<file path="config.mk">
export PLATFORM = sky130hd
export DESIGN_NAME = stack_ctrl_flat
export DESIGN_NICKNAME = d
export VERILOG_FILES = /design/src/rtl/stack_pkg.sv /design/src/rtl/stack_ctrl_if.sv /design/src/rtl/stack_ptr.sv /design/src/rtl/stack_ctrl.sv /design/src/flat_wrapper.sv
export SDC_FILE = /design/constraint.sdc
export NUM_CORES = 1
export LEC_CHECK = 0
export CAP_MARGIN = 5
export CORE_MARGIN = 5
export CORE_UTILIZATION = 47
export DETAILED_ROUTE_END_ITERATION = 16
export GPL_ROUTABILITY_DRIVEN = 0
export PLACE_DENSITY = 0.89
export SYNTH_ARGS = -nofsm -noshare
export SYNTH_HDL_FRONTEND = slang
export SYNTH_SLANG_ARGS = --single-unit
</file>
<file path="constraint.sdc">
create_clock -name clk -period 5.33 [get_ports clk]
set_input_delay 1.066 -clock clk [delete_from_list [all_inputs] [get_ports clk]]
set_output_delay 1.066 -clock clk [all_outputs]
set_load 0.1 [all_outputs]
</file>
<file path="src/rtl/stack_pkg.sv">
// Shared encodings for the hardware stack controller: op codes, FSM states, SP reset value.
package stack_pkg;

  localparam int unsigned OP_W = 3;
  localparam int unsigned ST_W = 3;

  typedef logic [OP_W-1:0] op_t;
  typedef logic [ST_W-1:0] state_t;

  localparam op_t OP_NONE = 3'd0;
  localparam op_t OP_PUSH = 3'd1;
  localparam op_t OP_POP  = 3'd2;
  localparam op_t OP_CALL = 3'd3;
  localparam op_t OP_RET  = 3'd4;
  localparam op_t OP_INT  = 3'd5;
  localparam op_t OP_RTI  = 3'd6;

  localparam state_t S_IDLE   = 3'd0;
  localparam state_t S_POP_RD = 3'd1;
  localparam state_t S_INT_F  = 3'd2;
  localparam state_t S_RTI_F  = 3'd3;
  localparam state_t S_RTI_P  = 3'd4;

  localparam logic [7:0] SP_RESET = 8'hFF;

endpackage

</file>
<file path="src/rtl/stack_ctrl_if.sv">
// Request, memory and writeback bundle between the EX stage / stack memory and stack_ctrl.
interface stack_ctrl_if #(
  parameter int unsigned DATA_W = 8,
  parameter int unsigned FLAG_W = 4
);
  import stack_pkg::*;

  logic              op_valid;
  op_t               op_code;
  logic [DATA_W-1:0] wr_data;
  logic [DATA_W-1:0] ret_pc;
  logic [FLAG_W-1:0] flags_in;
  logic              sp_load;
  logic [DATA_W-1:0] sp_load_val;

  logic [DATA_W-1:0] mem_addr;
  logic [DATA_W-1:0] mem_wdata;
  logic              mem_we;
  logic              mem_re;
  logic [DATA_W-1:0] mem_rdata;

  logic              busy;
  logic              done;
  logic [DATA_W-1:0] pop_data;
  logic              pc_load;
  logic [DATA_W-1:0] pc_target;
  logic              flags_load;
  logic [FLAG_W-1:0] flags_out;
  logic              sp_wb_en;
  logic [DATA_W-1:0] sp_out;
  logic              err_ovf;
  logic              err_unf;

  modport master (
    output op_valid, op_code, wr_data, ret_pc, flags_in, sp_load, sp_load_val, mem_rdata,
    input  mem_addr, mem_wdata, mem_we, mem_re, busy, done, pop_data, pc_load, pc_target,
           flags_load, flags_out, sp_wb_en, sp_out, err_ovf, err_unf
  );

  modport slave (
    input  op_valid, op_code, wr_data, ret_pc, flags_in, sp_load, sp_load_val, mem_rdata,
    output mem_addr, mem_wdata, mem_we, mem_re, busy, done, pop_data, pc_load, pc_target,
           flags_load, flags_out, sp_wb_en, sp_out, err_ovf, err_unf
  );

endinterface

</file>
<file path="src/rtl/stack_ptr.sv">
// Stack pointer register with load/inc/dec; STACK_GUARD_EN enables full/empty blocking flags.
module stack_ptr
  import stack_pkg::*;
#(
  parameter int unsigned DATA_W = 8
) (
  input  logic              clk,
  input  logic              rst_n,
  input  logic              load_i,
  input  logic [DATA_W-1:0] load_val_i,
  input  logic              inc_i,
  input  logic              dec_i,
  output logic [DATA_W-1:0] sp_cur_c_o,
  output logic [DATA_W-1:0] sp_nxt_c_o,
  output logic              sp_we_c_o,
  output logic              push_blk_c_o,
  output logic              pop_blk_c_o
);

  localparam logic [DATA_W-1:0] RST_VAL = DATA_W'(SP_RESET);

  logic [DATA_W-1:0] sp_q;

  // A same-cycle load becomes the SP the current op works from.
  assign sp_cur_c_o = load_i ? load_val_i : sp_q;
  assign sp_we_c_o  = load_i | inc_i | dec_i;

  always_comb begin
    sp_nxt_c_o = sp_cur_c_o;
    if (inc_i)      sp_nxt_c_o = sp_cur_c_o + DATA_W'(1);
    else if (dec_i) sp_nxt_c_o = sp_cur_c_o - DATA_W'(1);
  end

`ifdef STACK_GUARD_EN
  assign push_blk_c_o = (sp_cur_c_o == '0);
  assign pop_blk_c_o  = (sp_cur_c_o == RST_VAL);
`else
  assign push_blk_c_o = 1'b0;
  assign pop_blk_c_o  = 1'b0;
`endif

  always_ff @(posedge clk or negedge rst_n) begin
    if (!rst_n)         sp_q <= RST_VAL;
    else if (sp_we_c_o) sp_q <= sp_nxt_c_o;
  end

endmodule

</file>
<file path="src/rtl/stack_ctrl.sv">
// Hardware stack sequencer for PUSH/POP/CALL/RET/INT/RTI; guard behaviour set by STACK_GUARD_EN.
module stack_ctrl
  import stack_pkg::*;
#(
  parameter int unsigned DATA_W = 8,
  parameter int unsigned FLAG_W = 4
) (
  input  logic       clk,
  input  logic       rst_n,
  stack_ctrl_if.slave bus
);

  state_t            state_q, state_d;
  logic              ret_q, ret_d;
  logic              rd_blk_q, rd_blk_d;
  logic [DATA_W-1:0] pop_q, pop_d, pc_q, pc_d;
  logic [FLAG_W-1:0] flg_q, flg_d;
  logic              ovf_q, unf_q, ovf_set, unf_set;

  logic              push_req, pop_req, push_ok, pop_ok;
  logic [DATA_W-1:0] wdata_sel;
  logic              busy_c, done_c, pc_load_c, flags_load_c;
  logic              sp_load_en;
  logic [DATA_W-1:0] sp_cur, sp_nxt;
  logic              sp_we, push_blk, pop_blk;

  assign sp_load_en = bus.sp_load & (state_q == S_IDLE);

  stack_ptr #(.DATA_W(DATA_W)) u_sp (
    .clk          (clk),
    .rst_n        (rst_n),
    .load_i       (sp_load_en),
    .load_val_i   (bus.sp_load_val),
    .inc_i        (pop_ok),
    .dec_i        (push_ok),
    .sp_cur_c_o   (sp_cur),
    .sp_nxt_c_o   (sp_nxt),
    .sp_we_c_o    (sp_we),
    .push_blk_c_o (push_blk),
    .pop_blk_c_o  (pop_blk)
  );

  // Sequencer: decides which stack access happens this cycle and what completes.
  always_comb begin
    state_d      = state_q;
    ret_d        = ret_q;
    pop_d        = pop_q;
    pc_d         = pc_q;
    flg_d        = flg_q;
    push_req     = 1'b0;
    pop_req      = 1'b0;
    wdata_sel    = '0;
    busy_c       = 1'b0;
    done_c       = 1'b0;
    pc_load_c    = 1'b0;
    flags_load_c = 1'b0;
    case (state_q)
      S_IDLE: begin
        if (bus.op_valid) begin
          case (bus.op_code)
            OP_PUSH: begin push_req = 1'b1; wdata_sel = bus.wr_data; done_c = 1'b1; end
            OP_CALL: begin push_req = 1'b1; wdata_sel = bus.ret_pc;  done_c = 1'b1; end
            OP_POP, OP_RET: begin
              pop_req = 1'b1;
              busy_c  = 1'b1;
              ret_d   = (bus.op_code == OP_RET);
              state_d = S_POP_RD;
            end
            OP_INT: begin
              push_req  = 1'b1;
              wdata_sel = bus.ret_pc;
              busy_c    = 1'b1;
              state_d   = S_INT_F;
            end
            OP_RTI: begin pop_req = 1'b1; busy_c = 1'b1; state_d = S_RTI_F; end
            default: ;
          endcase
        end
      end
      S_POP_RD: begin
        done_c  = 1'b1;
        state_d = S_IDLE;
        if (ret_q) begin
          if (!rd_blk_q) begin pc_load_c = 1'b1; pc_d = bus.mem_rdata; end
        end else begin
          pop_d = rd_blk_q ? '0 : bus.mem_rdata;
        end
      end
      S_INT_F: begin
        push_req  = 1'b1;
        wdata_sel = DATA_W'(bus.flags_in);
        done_c    = 1'b1;
        state_d   = S_IDLE;
      end
      S_RTI_F: begin
        busy_c  = 1'b1;
        pop_req = 1'b1;
        state_d = S_RTI_P;
        if (!rd_blk_q) begin flags_load_c = 1'b1; flg_d = bus.mem_rdata[FLAG_W-1:0]; end
      end
      S_RTI_P: begin
        done_c  = 1'b1;
        state_d = S_IDLE;
        if (!rd_blk_q) begin pc_load_c = 1'b1; pc_d = bus.mem_rdata; end
      end
      default: state_d = S_IDLE;
    endcase
  end

  // Memory port; a blocked read is remembered so its data phase is discarded.
  always_comb begin
    push_ok       = push_req & ~push_blk;
    pop_ok        = pop_req & ~pop_blk;
    ovf_set       = push_req & push_blk;
    unf_set       = pop_req & pop_blk;
    rd_blk_d      = pop_req ? pop_blk : rd_blk_q;
    bus.mem_we    = push_ok;
    bus.mem_re    = pop_ok;
    bus.mem_wdata = push_ok ? wdata_sel : '0;
    if (push_req)     bus.mem_addr = sp_cur;
    else if (pop_req) bus.mem_addr = sp_cur + DATA_W'(1);
    else              bus.mem_addr = '0;
  end

  always_ff @(posedge clk or negedge rst_n) begin
    if (!rst_n) begin
      state_q  <= S_IDLE;
      ret_q    <= 1'b0;
      rd_blk_q <= 1'b0;
      pop_q    <= '0;
      pc_q     <= '0;
      flg_q    <= '0;
      ovf_q    <= 1'b0;
      unf_q    <= 1'b0;
    end else begin
      state_q  <= state_d;
      ret_q    <= ret_d;
      rd_blk_q <= rd_blk_d;
      pop_q    <= pop_d;
      pc_q     <= pc_d;
      flg_q    <= flg_d;
      ovf_q    <= ovf_q | ovf_set;
      unf_q    <= unf_q | unf_set;
    end
  end

  assign bus.busy       = busy_c;
  assign bus.done       = done_c;
  assign bus.pop_data   = pop_d;
  assign bus.pc_load    = pc_load_c;
  assign bus.pc_target  = pc_d;
  assign bus.flags_load = flags_load_c;
  assign bus.flags_out  = flg_d;
  assign bus.sp_wb_en   = sp_we;
  assign bus.sp_out     = sp_nxt;
  assign bus.err_ovf    = ovf_q;
  assign bus.err_unf    = unf_q;

endmodule

</file>
<file path="src/flat_wrapper.sv">
// flat-port wrapper written by rule: the top's interface ports become plain ports
module stack_ctrl_flat import stack_pkg::*;
#(
  parameter int unsigned DATA_W = 8,
  parameter int unsigned FLAG_W = 4
)
  (clk, rst_n, bus_op_valid, bus_op_code, bus_wr_data, bus_ret_pc, bus_flags_in, bus_sp_load, bus_sp_load_val, bus_mem_rdata, bus_mem_addr, bus_mem_wdata, bus_mem_we, bus_mem_re, bus_busy, bus_done, bus_pop_data, bus_pc_load, bus_pc_target, bus_flags_load, bus_flags_out, bus_sp_wb_en, bus_sp_out, bus_err_ovf, bus_err_unf);
  stack_ctrl_if #(.DATA_W(DATA_W), .FLAG_W(FLAG_W)) bus_i ();
  input  logic clk;
  input  logic rst_n;
  input wire logic [$bits(bus_i.op_valid)-1:0] bus_op_valid;
  input wire logic [$bits(bus_i.op_code)-1:0] bus_op_code;
  input wire logic [$bits(bus_i.wr_data)-1:0] bus_wr_data;
  input wire logic [$bits(bus_i.ret_pc)-1:0] bus_ret_pc;
  input wire logic [$bits(bus_i.flags_in)-1:0] bus_flags_in;
  input wire logic [$bits(bus_i.sp_load)-1:0] bus_sp_load;
  input wire logic [$bits(bus_i.sp_load_val)-1:0] bus_sp_load_val;
  input wire logic [$bits(bus_i.mem_rdata)-1:0] bus_mem_rdata;
  output wire logic [$bits(bus_i.mem_addr)-1:0] bus_mem_addr;
  output wire logic [$bits(bus_i.mem_wdata)-1:0] bus_mem_wdata;
  output wire logic [$bits(bus_i.mem_we)-1:0] bus_mem_we;
  output wire logic [$bits(bus_i.mem_re)-1:0] bus_mem_re;
  output wire logic [$bits(bus_i.busy)-1:0] bus_busy;
  output wire logic [$bits(bus_i.done)-1:0] bus_done;
  output wire logic [$bits(bus_i.pop_data)-1:0] bus_pop_data;
  output wire logic [$bits(bus_i.pc_load)-1:0] bus_pc_load;
  output wire logic [$bits(bus_i.pc_target)-1:0] bus_pc_target;
  output wire logic [$bits(bus_i.flags_load)-1:0] bus_flags_load;
  output wire logic [$bits(bus_i.flags_out)-1:0] bus_flags_out;
  output wire logic [$bits(bus_i.sp_wb_en)-1:0] bus_sp_wb_en;
  output wire logic [$bits(bus_i.sp_out)-1:0] bus_sp_out;
  output wire logic [$bits(bus_i.err_ovf)-1:0] bus_err_ovf;
  output wire logic [$bits(bus_i.err_unf)-1:0] bus_err_unf;
  assign bus_i.op_valid = bus_op_valid;
  assign bus_i.op_code = bus_op_code;
  assign bus_i.wr_data = bus_wr_data;
  assign bus_i.ret_pc = bus_ret_pc;
  assign bus_i.flags_in = bus_flags_in;
  assign bus_i.sp_load = bus_sp_load;
  assign bus_i.sp_load_val = bus_sp_load_val;
  assign bus_i.mem_rdata = bus_mem_rdata;
  assign bus_mem_addr = bus_i.mem_addr;
  assign bus_mem_wdata = bus_i.mem_wdata;
  assign bus_mem_we = bus_i.mem_we;
  assign bus_mem_re = bus_i.mem_re;
  assign bus_busy = bus_i.busy;
  assign bus_done = bus_i.done;
  assign bus_pop_data = bus_i.pop_data;
  assign bus_pc_load = bus_i.pc_load;
  assign bus_pc_target = bus_i.pc_target;
  assign bus_flags_load = bus_i.flags_load;
  assign bus_flags_out = bus_i.flags_out;
  assign bus_sp_wb_en = bus_i.sp_wb_en;
  assign bus_sp_out = bus_i.sp_out;
  assign bus_err_ovf = bus_i.err_ovf;
  assign bus_err_unf = bus_i.err_unf;
  stack_ctrl #(.DATA_W(DATA_W), .FLAG_W(FLAG_W)) u_core (.clk(clk), .rst_n(rst_n), .bus(bus_i));
endmodule
</file>
Word-level counts from Yosys, hierarchy flattened:

Cells that the tools add are included.

* flip-flop bits (word level): 32
* bits of input ports: 43
* output and inout port bits: 53
* logic and storage cells: 65

* equality and inequality tests: 12
* multiplexer cells: 32
* reduce and logical (&&, ||, !) cells: 10
* bitwise logic cells: 3
* add/sub/neg operators: 2

Operator list (count)
* two-way mux 8 bit: 10
* one-hot mux 8 bit (2 select lines): 3
* equality test 3 x 2 -> 1 bit, second input constant: 4
* equality test 3 bit, second input constant: 4
* two-way mux 1 bit: 10
* one-hot mux 1 bit (2 select lines): 5
* one-hot mux 3 bit (3 select lines): 1
* OR reduction 3 bit: 3
* adder 8 x 1 -> 8 bit, second input constant: 1
* subtractor 8 x 1 -> 8 bit, second input constant: 1
* equality test 3 x 1 -> 1 bit, second input constant: 2
* one-hot mux 3 bit (2 select lines): 1
* OR reduction 2 bit: 3
* two-way mux 4 bit: 1
* inequality test 4 bit, second input constant: 1
* OR reduction 4 bit: 1
* zero test 3 bit: 1
* two-way mux 3 bit: 1
* AND reduction 3 bit: 1
* inequality test 2 bit, second input constant: 1
* OR 1 bit: 2
* AND reduction 2 bit: 1
* bitwise AND 1 bit: 1

Depth between registers and ports, before layout:

* word-level depth: 7
* depth in mapped cells: 10
* depth with buffers taken out: 7

Hierarchy:

From an unflattened synthesis, not the netlist that was laid out.

* cell total of the unflattened synthesis: 254
* area, all modules: 2329.7 µm²

By module, submodules not included
* stack_ctrl: instances 1, area an instance 1634.1 µm², sequential area each 675.6 µm², cells an instance 178
* stack_ptr: instances 1, area an instance 695.7 µm², sequential area each 210.2 µm², cells an instance 76

Worst setup path after synthesis:

Ideal clock, no wire load.

* path type: input-to-output
* start: input port bus_op_code[0]
* end: output port bus_sp_out[2]
* cell stages on the path: 6
* arrival time: 4.247 ns
* path slack: 0.017 ns
* data required time: 4.264 ns
* path buffers: 1
* cell sequence: clkbuf_1 > nor3_2 > nor2_1 > clkinv_1 > a22oi_1 > xor2_1

* elaborated cells between the ends (all ways): 16
* classes of those cells: 6 x eq/ne; 8 x mux; 2 x reduce/logical

RTL lines
* start: declaration: RTL line flat_wrapper.sv:12 `input wire logic [$bits(bus_i.op_code)-1:0] bus_op_code;`
* equality test 3 x 2 -> 1 bit / equality test 3 bit (equally long branches): RTL line stack_ctrl.sv:60 `case (bus.op_code)`
* OR reduction 3 bit (no line) *
* two-way mux 1 bit *: RTL line stack_ctrl.sv:60
* two-way mux 1 bit *: RTL line stack_ctrl.sv:59 `if (bus.op_valid) begin`
* one-hot mux 1 bit (2 select lines) *: RTL line stack_ctrl.sv:57 `case (state_q)`
* via bus_mem_re: RTL line flat_wrapper.sv:22 `output wire logic [$bits(bus_i.mem_re)-1:0] bus_mem_re;`
* two-way mux 8 bit *: RTL line stack_ptr.sv:30 `if (inc_i) sp_nxt_c_o = sp_cur_c_o + DATA_W'(1);`
* end: declaration: RTL line flat_wrapper.sv:31 `output wire logic [$bits(bus_i.sp_out)-1:0] bus_sp_out;`

The timed path passes the listed nets; every way through them passes the cells marked *.

Worst setup path in the final report:

* start: input port bus_sp_load
* end: output port bus_sp_out[6]

* cells in the longest elaborated chain, start to end: 5
* elaborated cells between the ends (all ways): 6
* classes of those cells: 2 x add/sub; 3 x mux; 1 x bitwise

Ends and longest elaborated chain
* start: declaration: RTL line flat_wrapper.sv:16 `input wire logic [$bits(bus_i.sp_load)-1:0] bus_sp_load;`
* bitwise AND 1 bit *: RTL line stack_ctrl.sv:27 `assign sp_load_en = bus.sp_load & (state_q == S_IDLE);`
* two-way mux 8 bit *: RTL line stack_ptr.sv:25 `assign sp_cur_c_o = load_i ? load_val_i : sp_q;`
* subtractor 8 x 1 -> 8 bit: RTL line stack_ptr.sv:31 `else if (dec_i) sp_nxt_c_o = sp_cur_c_o - DATA_W'(1);`
* two-way mux 8 bit: RTL line stack_ptr.sv:31
* two-way mux 8 bit *: RTL line stack_ptr.sv:30

Every way passes the cells marked *; elsewhere a longest branch is shown, timed or not.

==> run_results.csv <==
group,metric,value,unit
status,outcome,"finished, final reports clean",
route,wl,6064,um
timing,period_share,0.9258,
floorplanning,die_h,79.97,um
power,leakage,1.406,nW
logic_synthesis,synth-edff-count,0,
floorplanning,rows,25,
min_path,worst_hold_path_type,"flop to flop",
power,power,0.001969,W
cells_and_area,nets,376,
logic_synthesis,yosys.area_share.simple,0.1838,
global_route,overflow,0,
clock_network,cts_root_buffer,"clkbuf_8",
job,cap_violations,0,
critical_path,path_max_fanout,16,
critical_path,crit_buf_inv,3,
cells_and_area,antenna_cells,0,
logic_synthesis,synth_top_area_frac,0.2610,
route,vias,2134,
timing,hold_slack,0.4883,ns
clock_network,cts_tree,"built",
cells_and_area,area_growth,48.78,%
global_route,grt_max_degree,33,
logic_synthesis,syn_inst,239,
logic_synthesis,yosys.area.top_type,"dfrtp_1",
clock_network,clk_latency,0.27,ns
floorplanning,core,4723,sq um
critical_path,critical_path_class,"input port to primary output",
clock_network,cts_buffers,5,
route,drc,0,
logic_synthesis,yosysWarnings,0,
route,via_per_inst,5.348,
critical_path,crit_path_start_kind,"input port",
timing,final.setup.tns,0,ns
power,internal-power,0.0008403,W
critical_path,slowest_stage,"or4b_4",
power,pwr-share-seq,0.198,
min_path,min_from,"u_core.flg_q[3]",
route,drtAntennaViolNets,0,
critical_path,crit_arrival,3.87,ns
clock_network,cts.sinks,32,
global_route,grt_antenna_before_repair,0,
logic_synthesis,syn_area,2301,sq um
floorplanning,pin_count,96,
critical_path,crit_chain,"clkdlybuf4s50_1, or4b_4, mux2i_1, ha_1, inv_1, nor4_1, o2bb2ai_2, xnor2_1, buf_12",
power,switching_share,0.5731,
timing,setup_viol,0,
logic_synthesis,synthMuxAreaShare,0.1990,
route,wl_per_cell,15.20,um
timing,max_slew_margin,0.3359,
placement,portBuffers,93,
logic_synthesis,synth_compound_area_frac,0.1185,
route,first_pass_iters,4,
clock_network,cts_buffer_depth,2,
logic_synthesis,synth_top_family_by_area,"multiplexers",
power,power_frac_comb,0.707,
power,pwr-share-clk,0.095,
logic_synthesis,synth-seq-area-share,0.3524,
clock_network,hold_buffers,0,
timing,max_freq,0.2027,GHz
logic_synthesis,synth_area_leaders,"dfrtp_1 (26%), dfstp_2 (9.1%), mux2_2 (8.3%), mux2i_1 (6.1%), xnor2_1 (5.3%)",
logic_synthesis,synth_seq_cells,32,
logic_synthesis,yosys_most_used_dff,"dfrtp_1",
global_route,grt_pass1_vias,2254,
critical_path,cp_data_required_time,4.26,ns
cells_and_area,drive_gt1_frac,0.2470,
clock_network,clk_pin_slew,0.06,ns
timing,hold_violations,0,
critical_path,critPathCaptureType,"primary output",
timing,grt_setup_unrepaired,"no",
critical_path,worst-path-stages,9,
global_route,grtUsageTotal,0.1968,
floorplanning,die_x,79.97,um
placement,dp_hpwl,4831,um
cells_and_area,nFillCells,359,
power,powerDensity,575.1,nW/um^2
timing,finClkSkew,0.003030,ns
power,power.switching,0.001128,W
power,vdd_ir_drop_max,271.9,uV
global_route,grt_pass1_wl,10030,um
timing,layout_min_cycle_time,4.935,ns
floorplanning,start_util,0.4872,
floorplanning,dieArea,6395,sq um
logic_synthesis,synthXorXnorAreaFrac,0.07232,
cells_and_area,final_core_util,0.7248,
critical_path,reg2reg_depth,7,
timing,finalMaxSlewViolations,0,
critical_path,worstSetupStartpoint,"bus_sp_load",
critical_path,path_delay_family,"simple AND/OR/NAND/NOR gates",
cells_and_area,multi_input_area,1363,sq um
critical_path,cpPeakStageDelay,0.65,ns
logic_synthesis,yosysUniqueCellTypes,49,
critical_path,r2r_start,"u_core.state_q[2]",
clock_network,cts_setup_buffers,0,
clock_network,htreeDepth,2,
route,drt_iter0_drc,78,
clock_network,post_cts_resized,0,
logic_synthesis,syn_avg_cell_area,9.627,sq um
cells_and_area,regArea,810.8,sq um
min_path,holdPathStages,2,
logic_synthesis,synth_async_sr_flop_share,1.000,
logic_synthesis,synthAdderAreaFrac,0.01523,
timing,worstMarginPinSlew,0.9931,ns
==> worst reg2reg max path, cell delays in order (launching register included) <==
cell       delay (ns)
dfrtp_1          0.48
or4b_4           0.77
mux2i_1          0.40
ha_1             0.24
inv_1            0.08
nor4_1           0.40
o2bb2ai_2        0.17
xnor2_1          0.14
==> power by group through the flow <==
stage	Sequential [W]	Clock (W)	Combinational (W)
2_1_floorplan	0.000376	0	0.00104
6_report	0.000389	0.000187	0.00139
4_1_cts	0.000389	0.000191	0.00140
5_1_grt	0.000402	0.000199	0.00144
3_5_place_dp	0.000393	0	0.00140
3_3_place_gp	0.000384	0	0.00138
==> placed cells by master, fill, tap and decap left out, types with 2 or more instances in the layout <==
master,n
buf_4,22
mux2i_1,14
inv_1,7
o21a_1,2
xnor2_1,14
and3_1,2
clkdlybuf4s50_1,64
ha_1,2
nand3_1,8
o211ai_1,2
clkbuf_1,2
nor2_1,25
nor4_1,2
or2_2,2
nand2_1,25
nor4b_2,2
mux2_2,17
o21ai_0,11
nor3_2,2
dfstp_2,8
buf_12,12
xor2_1,5
nor3_1,8
o22ai_1,4
clkbuf_8,6
nand3b_1,3
dfrtp_1,24
mux2i_4,5
conb_1,2
a22oi_1,2
a21oi_1,11
==> sequential cells by signal (all words and copies together) (netlist names) <==
name / flops
u_core.flg_q: 4
u_core.pc_q: 8
u_core.pop_q: 8
u_core.ret_q: 1
u_core.state_q: 3
u_core.u_sp.sp_q: 8
==> cells in the mapped netlist (5+ instances only) <==
library cell,n
nand2_1,25
dfstp_2,8
inv_1,7
nand3_1,8
a21oi_1,11
nor2_1,25
xnor2_1,14
mux2i_1,14
mux2_2,17
clkbuf_1,5
o21ai_0,11
dfrtp_1,24
mux2i_4,5
xor2_1,5
nor3_1,8
==> final timing paths <==
kind	end	slack [ns]
worst min register to register	u_core.flg_q[3]	0.49
min in group asynchronous	u_core.pc_q[2]	1.19
worst max-delay path	bus_sp_out[6]	0.40
worst min-delay path	u_core.flg_q[3]	0.49
worst max register to register	u_core.u_sp.sp_q[6]	2.58
max in group asynchronous	u_core.u_sp.sp_q[5]	3.82
==> area by class of cell <==
| class | count | share of cell area |
|---|---|---|
| well taps | 67 | 0.02449 |
| inverters | 8 | 0.008772 |
| repair buffers | 98 | 0.3056 |
| multi-input cells | 186 | 0.3980 |
| flip-flops and latches | 32 | 0.2368 |
| clock buffers | 8 | 0.02632 |
==> through the flow <==
stage,instance area [sq um],setup slack (ns),instances
6_report,3423,0.3954,399
5_1_grt,3423,0.2105,399
4_1_cts,3423,0.4216,399
3_5_place_dp,3333,0.4128,391
3_3_place_gp,3333,0.5200,391
2_1_floorplan,2305,0.01707,240
==> metal layers <==
layer | track usage | part of all wire
met5 | 0 | 0
met4 | 0.06757 | 0.014
met3 | 0.04853 | 0.072
met2 | 0.3692 | 0.52
met1 | 0.2117 | 0.39
==> kinds of logic after synthesis <==
| group | Yosys count |
|---|---|
| other | 1 |
| XOR/XNOR | 19 |
| adder cells (fa/ha/maj) | 3 |
| buffers and inverters | 22 |
| AO/OA/AOI/OAI | 41 |
| multiplexers | 37 |
| flip-flops | 32 |
| AND/OR/NAND/NOR | 84 |
Note: power is estimated with default switching activity, not from simulation.
